[src/rtl/watch_cnt_pkg.sv]
// Shared constants and types for the watch counter chain (seconds, minutes, hours).
// Moduli and widths are kept together so cascaded stages stay consistent.
package watch_cnt_pkg;

  localparam int MOD_DEC  = 10;
  localparam int MOD_SEC  = 60;
  localparam int MOD_MIN  = 60;
  localparam int MOD_HR   = 24;
  localparam int MOD_HR12 = 12;

  localparam int W_DEC = 4;
  localparam int W_SEC = 6;
  localparam int W_HR  = 5;

  // Action chosen for the counter register on a given clk, in priority order.
  typedef enum logic [2:0] {
    ACT_HOLD,
    ACT_CLR,
    ACT_LOAD,
    ACT_UP,
    ACT_DOWN
  } cnt_act_e;

endpackage

[src/rtl/pls_edge_sync.sv]
// Two-flop synchroniser plus history flop for an asynchronous pulse source.
// Produces a one-clk edge strobe; flush realigns history with sync stage 2.
module pls_edge_sync #(
  parameter bit EDGE_FALL = 1'b0
) (
  input  logic clk,
  input  logic rst,
  input  logic din,
  input  logic flush,
  output logic edge_det
);

  logic s1;
  logic s2;
  logic hist;

  // On flush, history takes the value stage 2 is about to hold, so an edge
  // still travelling through the synchroniser is swallowed.
  always_ff @(posedge clk or negedge rst) begin
    if (!rst) begin
      s1   <= 1'b0;
      s2   <= 1'b0;
      hist <= 1'b0;
    end else begin
      s1   <= din;
      s2   <= s1;
      hist <= flush ? s1 : s2;
    end
  end

  generate
    if (EDGE_FALL) begin : g_fall
      assign edge_det = hist & ~s2;
    end else begin : g_rise
      assign edge_det = s2 & ~hist;
    end
  endgenerate

endmodule

[src/rtl/pls_cnt_mod.sv]
// Modulo-MOD up/down pulse counter with clear, preset, enable and a one-clk
// wrap/borrow pulse intended to drive the pulse input of the next stage.
module pls_cnt_mod
  import watch_cnt_pkg::*;
#(
  parameter int MOD       = 10,
  parameter int W         = 6,
  parameter bit EDGE_FALL = 1'b1
) (
  input  logic         clk,
  input  logic         rst,
  input  logic         clr,
  input  logic         plsi,
  input  logic         en,
  input  logic         dn,
  input  logic         ld,
  input  logic [W-1:0] ld_val,
  output logic [W-1:0] qout,
  output logic         plso,
  output logic         tc
);

  generate
    if (MOD < 2 || (64'd1 << W) < 64'(MOD)) begin : g_param_check
      $error("pls_cnt_mod: need MOD >= 2 and 2**W >= MOD");
    end
  endgenerate

  localparam logic [W-1:0] TOP = W'(MOD - 1);

  logic         clr_edge;
  logic         pls_edge;
  cnt_act_e     act;
  logic [W-1:0] q_next;
  logic         plso_next;

  pls_edge_sync #(.EDGE_FALL(1'b0)) u_clr_sync (
    .clk      (clk),
    .rst      (rst),
    .din      (clr),
    .flush    (1'b0),
    .edge_det (clr_edge)
  );

  pls_edge_sync #(.EDGE_FALL(EDGE_FALL)) u_pls_sync (
    .clk      (clk),
    .rst      (rst),
    .din      (plsi),
    .flush    (clr_edge),
    .edge_det (pls_edge)
  );

  always_comb begin
    act = ACT_HOLD;
    if (clr_edge) begin
      act = ACT_CLR;
    end else if (ld) begin
      act = ACT_LOAD;
    end else if (pls_edge && en) begin
      act = dn ? ACT_DOWN : ACT_UP;
    end
  end

  // Up-wrap tests >= TOP so an out-of-range value recovers on the next edge.
  always_comb begin
    q_next    = qout;
    plso_next = 1'b0;
    case (act)
      ACT_CLR:  q_next = '0;
      ACT_LOAD: q_next = (ld_val > TOP) ? TOP : ld_val;
      ACT_UP: begin
        if (qout >= TOP) begin
          q_next    = '0;
          plso_next = 1'b1;
        end else begin
          q_next = qout + 1'b1;
        end
      end
      ACT_DOWN: begin
        if (qout == '0) begin
          q_next    = TOP;
          plso_next = 1'b1;
        end else begin
          q_next = qout - 1'b1;
        end
      end
      default: q_next = qout;
    endcase
  end

  always_ff @(posedge clk or negedge rst) begin
    if (!rst) begin
      qout <= '0;
      plso <= 1'b0;
    end else begin
      qout <= q_next;
      plso <= plso_next;
    end
  end

  assign tc = dn ? (qout == '0) : (qout == TOP);

endmodule

[config.mk]
export PLATFORM = sky130hd
export DESIGN_NAME = pls_cnt_mod
export DESIGN_NICKNAME = d
export VERILOG_FILES = /design/src/rtl/watch_cnt_pkg.sv /design/src/rtl/pls_edge_sync.sv /design/src/rtl/pls_cnt_mod.sv
export SDC_FILE = /design/constraint.sdc
export NUM_CORES = 1
export LEC_CHECK = 0
export CAP_MARGIN = 15
export CORE_MARGIN = 1.5
export CORE_UTILIZATION = 45
export DETAILED_ROUTE_END_ITERATION = 8
export DONT_BUFFER_PORTS = 1
export PLACE_DENSITY = 0.57
export SLEW_MARGIN = 20
export SYNTH_ARGS = -nofsm -noshare
export SYNTH_HDL_FRONTEND = slang
export SYNTH_HIERARCHICAL = 1
export SYNTH_SLANG_ARGS = --single-unit
[constraint.sdc]
create_clock -name clk -period 5.06 [get_ports clk]
set_input_delay 1.012 -clock clk [delete_from_list [all_inputs] [get_ports clk]]
set_output_delay 1.012 -clock clk [all_outputs]
set_load 0.1 [all_outputs]
; ---- Word-level counts from Yosys, hierarchy flattened
; Cells that the tools add are included.
[totals]
input_bits = 13
out_inout_bits = 8
regBits = 13
[op_classes]
n_eq_ne = 5
addsub = 2
n_mux = 13
n_bitwise = 4
magnitude_cmp = 2
n_reduce_logical = 3
[op_table]
columns = operator, n
row1 = 6-bit case mux with 4 select lines, 1
row2 = 6-bit two-way mux, 3
row3 = 3-bit two-way mux, 4
row4 = "6-bit by 1-bit adder with 6-bit output, second input constant", 1
row5 = "3-bit by 2-bit == test with 1-bit output, second input constant", 2
row6 = "6-bit by 4-bit == test with 1-bit output, second input constant", 1
row7 = "6-bit by 4-bit >= comparator with 1-bit output, second input constant", 1
row8 = "6-bit by 4-bit > comparator with 1-bit output, second input constant", 1
row9 = 6-bit logical NOT, 1
row10 = "6-bit by 1-bit subtractor with 6-bit output, second input constant", 1
row11 = 1-bit two-way mux, 4
row12 = 4-bit nonzero test, 1
row13 = "3-bit by 1-bit == test with 1-bit output, second input constant", 1
row14 = "3-bit == test, second input constant", 1
row15 = 1-bit bitwise AND, 2
row16 = 1-bit inverter, 2
row17 = 1-bit case mux with 2 select lines, 1
row18 = 1-bit logical AND, 1

; ---- Depth between registers and ports, before layout
[logic_depth]
depth_word = 8
depth_mapped = 6
mapped_depth_nobuf = 6

; ---- Hierarchy
; The synthesis kept the hierarchy.
[by_module_without_submodules]
columns = mod, area_each_um2, n_inst, cells_each
row1 = pls_cnt_mod, 615.6, 1, 69
row2 = pls_edge_sync, 96.3, 2, 5

; ---- Worst setup path before layout
; Ideal clock, no wire load.
[synth_path]
kind = in2out
startpoint = input port dn
endpoint = output port tc
arrival_time_ns = 3.549
setup_slack_ns = 0.499
n_path_buf = 1
stages = 5
path_cell_list = clkbuf_1 > nand2_1 > nor2_1 > a31oi_1 > nor3_1
[synth_via]
elab_chain_cells = 1
[synth_lines]
columns = item, line
row1 = "start, declared", pls_cnt_mod.sv:15  ; input logic dn,
row2 = 1-bit two-way mux, pls_cnt_mod.sv:101  ; assign tc = dn ? (qout == '0) : (qout == TOP);
row3 = "end, declared", pls_cnt_mod.sv:20  ; output logic tc
; No other way between the ends.

; ---- Final worst setup path
[layout_path]
startpoint = register qout[1]
endpoint = output port tc
[layout_via]
elab_chain_cells = 2
elab_cells_between_ends = 3
[layout_lines]
columns = item, line
row1 = "start, declared", pls_cnt_mod.sv:18  ; output logic [W-1:0] qout,
row2 = "start signal, assigned", pls_cnt_mod.sv:96  ; qout <= q_next;
row3 = 6-bit by 4-bit == test with 1-bit output / 6-bit logical NOT (equally long branches), pls_cnt_mod.sv:101
row4 = 1-bit two-way mux (*), pls_cnt_mod.sv:101
; Mark *: on every way between the ends. The rest lies on a longest branch, timed or not.

==> results.yml <==
outcome:
  status: "finished, final reports clean"
logic_synthesis:
  netlist_area_um2: 808
  synthArstFlopShare_pct: 100
  yosys_register_bits: 13
  synth_area_per_cell_um2: 10.2
  ys.warnings.count: 6
  synthDistinctLibCells: 41
  synth_cells: 79
  seq_area_frac_synth_pct: 40.2
  syn-num-nets: 95
  synth_edf_count: 0
  synthFlopType: "dfrtp_1"
routing:
  ant_nets: 0
  firstDrtPassIters: 4
  drt_iter0_drc: 4
  via_count: 634
  wl_um: 1760
  drc: 0
  wire_per_inst_um: 16.1
  vias_per_cell: 5.82
final_layout:
  layout-drive-gt1-share_pct: 16.7
  final_cell_mix: "dfrtp_1, nor2b_1"
  antenna_cells: 0
  seqCellArea_um2: 325
  fin_nets: 101
  syn2layout_area_growth_pct: 11.8
  nFillCells: 161
  final_common_cell: "dfrtp_1"
  multiInputGateArea_um2: 468
power:
  peakVddDrop_uv: 181
  p_leak_nw: 0.410
  powerDensity_nw_per_um2: 299
  power_w: 0.000271
clock_network:
  post_cts_buffers: 0
  cts-htree-levels: 1
  cts.root.buffer_cell: "clkbuf_4"
  cts_tree: "done"
  clkTransAtPathRegs_ns: 0.10
  cts_resized: 0
  ctsHoldBuffers: 0
  numClockSinks: 13
  worstSkewPairLatency_ns: 0.29
  cts.path.max_buffers: 2
  cts_buffers: 3
timing:
  rsz0062_at_grt: "no"
  finalWorstSetupSlack_ns: 1.70
  finalSetupViolCount: 0
  finalCriticalPeriod_ns: 3.36
  finalSetupTns_ns: 0
  slew_headroom_pct: 27.0
  fin_skew_ns: 0.0109
  hold_viol: 0
  whs_ns: 0.380
  worst_pin_slew_ns: 1.10
  fin_crit_sh_pct: 66.5
  fmax_mhz: 297
  slew_viol_final: 0
place:
  gp_congestion: 0.773
  io_buffer_count: 0
  dpl.hpwl_um: 1260
  dp_slack_ns: 2.03
worst_setup_path:
  crit_family: "flip-flops"
  crit_type: "reg2out"
  cp.arrival_ns: 2.35
  worstSetupEndpointType: "primary output"
  cp_cell_sequence: "inv_1 -> ha_1 -> nand2_1 -> nor2_1 -> a31oi_1 -> nor3_2 -> clkbuf_16"
  critPathMaxStageDelay_ns: 1.04
  crit_slowest_cell: "dfrtp_1"
  crit_buf_inv: 2
  start_kind: "flip-flop"
  critPathMaxFanout: 6
  cp.required_ns: 4.05
grt:
  grt_pass1_wl_um: 2930
  grt_use_total_pct: 20.7
  overflow: 0
  grt_max_degree: 14
  first_global_vias: 626
  antenna_found_initial: 0
floorplanning:
  fp.dieW_um: 45.4
  initial_core_util_pct: 47.3
  core_area_um2: 1710
  rows: 15
  io_pins: 21
  design.die.area_um2: 2060
  fp.dieH_um: 45.4
worst_hold_path:
  hp-class: "reg2reg"
job:
  max_cap_viol_count: 0
cell usage after synthesis, drive strengths merged, types with 2 or more instances:
library cell,count,area share (%)
nor2b,4,3.1
o211ai,2,1.9
or3b,2,2.5
a211oi,3,2.8
nor3,4,2.5
or2,2,1.5
dfrtp,13,40
nor2,3,1.4
mux2,2,3.7
inv,3,1.4
nand2,3,1.4
a21oi,3,1.9
a21o,3,2.8
ha,3,4.6
o21ai,5,3.1
or3,2,2.2
nand3,2,1.2
cell families after synthesis:
kind of cell / after synthesis / synth area share, %
AOI/OAI and AO/OA: 26 / 25.2
adders and majority gates: 3 / 4.64
buffers and inverters: 5 / 2.48
xor gates and xnor gates: 1 / 1.08
DFF: 13 / 40.2
and+or+nand+nor: 28 / 22.1
muxes: 2 / 3.72
other: 1 / 0.464
layout make-up:
| class | instances | share of cell area (%) |
|---|---|---|
| multi-input combinational | 61 | 51.8 |
| sequential | 13 | 36.0 |
| timing repair buffer | 3 | 4.43 |
| tap | 25 | 3.46 |
| clock buffer | 3 | 2.49 |
| inverter | 3 | 1.25 |
| clock inverter | 1 | 0.554 |
sequential cells by signal, indices dropped and copies added (netlist names):
signal / cells
u_pls_sync/s1: 1
qout: 6
u_pls_sync/s2: 1
plso: 1
u_clr_sync/hist: 1
u_clr_sync/s2: 1
u_pls_sync/hist: 1
u_clr_sync/s1: 1
worst paths after layout:
path                                             end  cells past startpoint                     from  slack, ns
hold / removal               u_pls_sync/s2$_DFF_PN0_                      0  u_pls_sync/s1$_DFF_PN0_       0.38
min in group asynchronous        qout[3]$_DFFE_PN0P_                      0                      rst       0.40
setup reg to reg                 qout[3]$_DFFE_PN0P_                      6      qout[1]$_DFFE_PN0P_       2.39
setup / recovery                                  tc                      7      qout[1]$_DFFE_PN0P_       1.70
max in group asynchronous  u_clr_sync/hist$_DFF_PN0_                      0                      rst       4.57
hold reg to reg              u_pls_sync/s2$_DFF_PN0_                      0  u_pls_sync/s1$_DFF_PN0_       0.38
layer usage:
layer	GRT usage (%)	part of all wire, %	vias to the layer above
met4	12.4	2.3	0
met5	0	0	-
met2	29.9	44	27
met1	27.0	47	296
met3	6.35	6.9	4
li1	-	-	307
through the flow:
| stage | std cells | utilization [%] | cell area, um^2 |
|---|---|---|---|
| after CTS | 109 | 52.9 | 903 |
| after detailed placement | 105 | 51.3 | 876 |
| after global routing | 109 | 52.9 | 903 |
| after global placement | 105 | 51.3 | 876 |
| final | 109 | 52.9 | 903 |
| after floorplan | 79 | - | 808 |
power breakdown:
group | internal (W) | total [W] | switching, W
clock network | 0.0000293 | 0.0000694 | 0.0000400
registers | 0.000109 | 0.000129 | 0.0000198
logic | 0.0000284 | 0.0000720 | 0.0000436
No activity file was read; power rests on OpenSTA's default activity.
